==> config.mk <==
export PLATFORM = sky130hd
export DESIGN_NAME = load_store_unit
export DESIGN_NICKNAME = d
export VERILOG_FILES = /design/src/rtl/load_store_unit.sv
export SDC_FILE = /design/constraint.sdc
export NUM_CORES = 1
export LEC_CHECK = 0
export CORE_MARGIN = 2
export CORE_UTILIZATION = 44
export CTS_CLUSTER_SIZE = 28
export DETAILED_ROUTE_END_ITERATION = 7
export GPL_TIMING_DRIVEN = 0
export PLACE_DENSITY = 0.78
export SLEW_MARGIN = 25
export SYNTH_ARGS = -nofsm -noshare
export SYNTH_HDL_FRONTEND = slang
export SYNTH_SLANG_ARGS = --single-unit
==> constraint.sdc <==
create_clock -name clk_i -period 2.7 [get_ports clk_i]
set_input_delay 0.54 -clock clk_i [delete_from_list [all_inputs] [get_ports clk_i]]
set_output_delay 0.54 -clock clk_i [all_outputs]
set_load 0.1 [all_outputs]
==> src/rtl/load_store_unit.sv <==
// rtl/load_store_unit.sv - byte/halfword/word load-store unit with alignment checks and sub-word RMW
module load_store_unit #(
  parameter int DEPTH_WORDS = 512
) (
  input  logic        clk_i,
  input  logic        rst_ni,
  input  logic        req_i,
  input  logic        we_i,
  input  logic [1:0]  size_i,
  input  logic        unsigned_i,
  input  logic [31:0] addr_i,
  input  logic [31:0] wdata_i,
  output logic        ready_o,
  output logic        resp_valid_o,
  output logic        resp_err_o,
  output logic [31:0] rdata_o,
  output logic        mem_wen_o,
  output logic [31:0] mem_addr_o,
  output logic [31:0] mem_wdata_o,
  input  logic [31:0] mem_rdata_i
);

  typedef enum logic [2:0] {
    S_IDLE,
    S_ERR,
    S_LOAD,
    S_RMW,
    S_WRITE
  } state_e;

  localparam logic [1:0]  SZ_BYTE = 2'b00;
  localparam logic [1:0]  SZ_HALF = 2'b01;
  localparam logic [1:0]  SZ_WORD = 2'b10;
  localparam logic [31:0] DEPTH_L = 32'(DEPTH_WORDS);

  state_e      state_q, state_d;
  logic [31:0] addr_q;
  logic [1:0]  size_q;
  logic        we_q;
  logic        uns_q;
  logic [31:0] wdata_q;
  logic [31:0] merge_q, merge_d;
  logic [31:0] rdata_q, load_d;
  logic        resp_valid_q;
  logic        resp_err_q;

  logic        accept;
  logic        req_err;
  logic [7:0]  ld_byte;
  logic [15:0] ld_half;

  assign ready_o = (state_q == S_IDLE) && rst_ni;
  assign accept  = req_i && ready_o;

  assign req_err = (size_i == 2'b11)
                || ((size_i == SZ_HALF) && addr_i[0])
                || ((size_i == SZ_WORD) && (addr_i[1:0] != 2'b00))
                || ({2'b00, addr_i[31:2]} >= DEPTH_L);

  always_comb begin
    state_d = state_q;
    case (state_q)
      S_IDLE: begin
        if (accept) begin
          if (req_err)                state_d = S_ERR;
          else if (!we_i)             state_d = S_LOAD;
          else if (size_i == SZ_WORD) state_d = S_WRITE;
          else                        state_d = S_RMW;
        end
      end
      S_RMW:   state_d = S_WRITE;
      default: state_d = S_IDLE;
    endcase
  end

  // Lane extraction from the latched address; little-endian byte numbering.
  always_comb begin
    ld_byte = mem_rdata_i[{addr_q[1:0], 3'b000} +: 8];
    ld_half = addr_q[1] ? mem_rdata_i[31:16] : mem_rdata_i[15:0];
    case (size_q)
      SZ_BYTE: load_d = uns_q ? {24'h0, ld_byte} : {{24{ld_byte[7]}}, ld_byte};
      SZ_HALF: load_d = uns_q ? {16'h0, ld_half} : {{16{ld_half[15]}}, ld_half};
      default: load_d = mem_rdata_i;
    endcase
  end

  always_comb begin
    merge_d = mem_rdata_i;
    if (size_q == SZ_BYTE) begin
      merge_d[{addr_q[1:0], 3'b000} +: 8] = wdata_q[7:0];
    end else if (addr_q[1]) begin
      merge_d[31:16] = wdata_q[15:0];
    end else begin
      merge_d[15:0] = wdata_q[15:0];
    end
  end

  always_ff @(posedge clk_i or negedge rst_ni) begin
    if (!rst_ni) begin
      state_q      <= S_IDLE;
      addr_q       <= '0;
      size_q       <= '0;
      we_q         <= 1'b0;
      uns_q        <= 1'b0;
      wdata_q      <= '0;
      merge_q      <= '0;
      rdata_q      <= '0;
      resp_valid_q <= 1'b0;
      resp_err_q   <= 1'b0;
    end else begin
      state_q      <= state_d;
      resp_valid_q <= (state_q == S_ERR) || (state_q == S_LOAD) || (state_q == S_WRITE);
      resp_err_q   <= (state_q == S_ERR);
      if (accept) begin
        addr_q  <= addr_i;
        size_q  <= size_i;
        we_q    <= we_i;
        uns_q   <= unsigned_i;
        wdata_q <= wdata_i;
      end
      if (state_q == S_LOAD) rdata_q <= load_d;
      if (state_q == S_RMW)  merge_q <= merge_d;
    end
  end

  // Write enable comes only from the state register so reset kills it at once.
  assign mem_wen_o    = (state_q == S_WRITE) && we_q;
  assign mem_addr_o   = {addr_q[31:2], 2'b00};
  assign mem_wdata_o  = (size_q == SZ_WORD) ? wdata_q : merge_q;
  assign resp_valid_o = resp_valid_q;
  assign resp_err_o   = resp_err_q;
  assign rdata_o      = rdata_q;

endmodule
==> metrics.md <==
| Metric | Value |
|---|---|
| DRT Pass-1 Iters | `7` |
| Final period utilization | `96.6%` |
| Top cells by area, synth | `dfrtp_1 46%, mux2_4 13%, nand2_1 7.6%` |
| Clk sink count | `137` |
| Synth Instances | `705` |
| Post-synth EDFFs | `0` |
| Reg2reg path depth | `8` |
| Final WL | `23600 um` |
| Net Sw Frac | `37.8%` |
| Fin crit period | `2.61 ns` |
| Clk slew on worst S/H paths | `0.06 ns` |
| Crit-path max cell delay | `0.44 ns` |
| Fillers | `1335` |
| CTS tree | `yes` |
| Nets@finish | `1035` |
| Yosys warnings | `0` |
| Most common library cells after synthesis | `149 x nand2_1, 137 x dfrtp_1, 65 x mux2_4, 47 x a21oi_1, 39 x buf_4` |
| H-tree lvl count | `4` |
| Initial Util | `44.8%` |
| FF+latch count, synth | `137` |
| Wire length on met2 | `10800 um` |
| Clock power share | `32.2%` |
| Area Growth Syn to Fin | `39.2%` |
| GRT overflow | `0` |
| Critical path arrival | `2.07 ns` |
| Worst-margin pin slew | `1.05 ns` |
| Mean instance size in the synthesized netlist | `10.5 um^2` |
| PwrDens | `744 mW/mm^2` |
| FMAX | `0.384 GHz` |
| Peak VDD IR | `0.504 mV` |
| WP data required | `2.16 ns` |
| Endpoints failing setup | `0` |
| Reg2reg setup slack | `0.18 ns` |
| Register Area | `0.00343 mm^2` |
| DRC viols | `0` |
| Top-count cell post-synth | `nand2_1` |
| Uppermost layer routed | `met4` |
| Die H | `134 um` |
| WL met3 | `2400 um` |
| WP buf/inv | `3` |
| Worst hold path type | `in2async` |
| Status | `finished, final reports clean` |
| Ports | `203` |
| Die area | `0.0179 mm^2` |
| Post-Syn Area | `0.00741 mm^2` |
| Headroom to the max-slew limit | `30.0%` |
| Synth top area share | `46.3%` |
| Ant diodes | `0` |
| Maximum clock insertion buffer count | `2` |
| Comb pwr share | `36.4%` |
| Setup crit end kind | `output port` |
| Chip width | `134 um` |
| Final Util | `62.4%` |
| CP max-delay cell | `dfrtp_1` |
| Area occupied by multi-input gates | `0.00347 mm^2` |
| Cell family with most CP delay | `buffers and inverters` |
| Initial antenna violation count | `0` |
| Antenna Nets Post-Route | `0` |
| Max Cap Viol | `0` |
| Vias/cell | `5.56` |
| Sequential share of power | `31.4%` |
| Initial DRC count | `779` |
| FFs w/ async S/R, synth | `100%` |
| Crit path top cell by count | `nand2_1` |
| Vias in the first global route | `6394` |
| Postcts setup bufs | `0` |
| # hold bufs at CTS | `0` |
| Switch Pwr | `2900 uW` |
| Critical path peak fanout | `10` |
| Hold Fails Final Rpt | `0` |
| Cell Int Power | `4780 uW` |
| Total track usage | `26.4%` |
| Post-synth cell types | `50` |
| Vias | `6449` |
| RSZ-0062 raised after global routing | `false` |
| Primary FF master, synth | `dfrtp_1` |
| LEAKAGE | `0.00489 uW` |
| CTS root buffer | `clkbuf_16` |
| Seq/Total Area, Yosys | `46.3%` |
| Num CTS Buffers | `17` |
| Crit path cell chain | `inv_1, nor2_2, buf_2, nand2_1, nand2_1, buf_4` |
| Share of layout cells above drive strength 1 | `22.4%` |
| Core Area | `0.0165 mm^2` |
| GPL Wtd Cong | `0.943` |
| Final HPWL from detailed placement | `16900 um` |
| Dpl cells | `1127` |
| Largest net degree at the start of global routing | `72` |
| Fin. max-slew vios | `0` |
| Final Non-Filler Cells | `1160` |
| WL met1 | `9590 um` |
| Startpoint types | `register` |
| Worst clock skew | `0.00917 ns` |
| Levels on crit path | `6` |
| Cell taking the most area after synthesis | `dfrtp_1` |
| WL/cell | `20.3 um` |
| Final hold slack | `0.0313 ns` |
| Input/output buffers | `200` |
| Clk_lat worst skew | `0.43 ns` |
| Row cnt | `47` |
| First-pass GRT wire length | `36300 um` |
| Crit path kind | `reg2out` |
[final timing paths]
path                             from              to
min in group clk_i         rdata_o[9]      rdata_o[9]
max in group asynchronous      rst_ni      merge_q[2]
hold / removal                 rst_ni       addr_q[5]
hold reg to reg            rdata_o[9]      rdata_o[9]
setup / recovery            size_q[1]  mem_wdata_o[6]
setup reg to reg            addr_q[1]      merge_q[8]
[registers in the layout, summed over array words and instances, names as in the netlist]
signal        cells
wdata_q          32
uns_q             1
we_q              1
state_q           3
addr_q           32
resp_err_o        1
size_q            2
merge_q          32
resp_valid_o      1
rdata_o          32
[routing by layer]
layer,global-route usage [%],vias up
met4,10.4,0
met5,0,-
li1,-,2903
met2,40.8,399
met1,35.8,3080
met3,6.35,67
[timing repair]
action                                  4_1_cts  5_1_grt
endpoints found under the setup margin       34       11
hold endpoints to repair                      0        0
cloned                                        0        1
resized for setup                           194       14
[stage by stage]
step / worst slack, ns / area, um^2 / power, uW / setup TNS (ns)
final: 0.0931 / 10300 / 7680 / 0
after global routing: 0.000579 / 10300 / 7920 / 0
after CTS: 0.000635 / 10300 / 7670 / 0
after detailed placement: -0.913 / 9730 / 5210 / -16.36
after global placement: -5.68 / 9690 / 5170 / -975.61
after floorplan: 0.133 / 7420 / 4450 / 0
[cell usage in the layout, fill, tap and decap left out, drive strengths merged, types with 6 or more instances in the layout]
master and n:
nand2 150, clkdlybuf4s50 165, a22o 16, mux2 68
o21ai 37, buf 84, nand2b 9, nor4 6
inv 6, a221o 16, a22oi 16, mux2i 20
clkinv 7, a221oi 6, o21a 7, dfrtp 137
a21oi 48, nor2 38, clkbuf 45
[cells by family (layout without fill, tap and decap cells)]
logic type	after synthesis	after routing	share of synthesized area, %
mux	93	93	17.9
buf+inv	83	317	7.03
simple gates	224	224	13.1
xor+xnor	1	1	0.118
fa+ha+maj	5	5	0.845
compound gates	161	161	14.7
other cells	1	2	0.0506
flops	137	137	46.3
[worst register-to-register path: stages, from the launching register on]
cell	delay, ns
dfrtp_1	0.45
buf_4	0.24
buf_4	0.23
inv_1	0.15
ha_1	0.41
nand2_1	0.09
nor3_2	0.46
a221o_1	0.28
a22o_1	0.14
[area by class of cell]
type | count | area share [%]
Multi-Input combinational cell | 486 | 33.6
Sequential cell | 137 | 33.2
Timing Repair Buffer | 202 | 19.3
Buffer | 76 | 4.91
Clock buffer | 19 | 4.29
Tap cell | 220 | 2.67
Clock inverter | 13 | 1.71
Inverter | 7 | 0.255
[power by group through the flow]
stage	logic (uW)	registers (uW)	clock network [uW]
2_1_floorplan	2060	2390	0
3_3_place_gp	2740	2430	0
3_5_place_dp	2780	2430	0
4_1_cts	2770	2400	2500
5_1_grt	2910	2430	2580
6_report	2800	2410	2470
No activity file was read; power rests on OpenSTA's default activity.
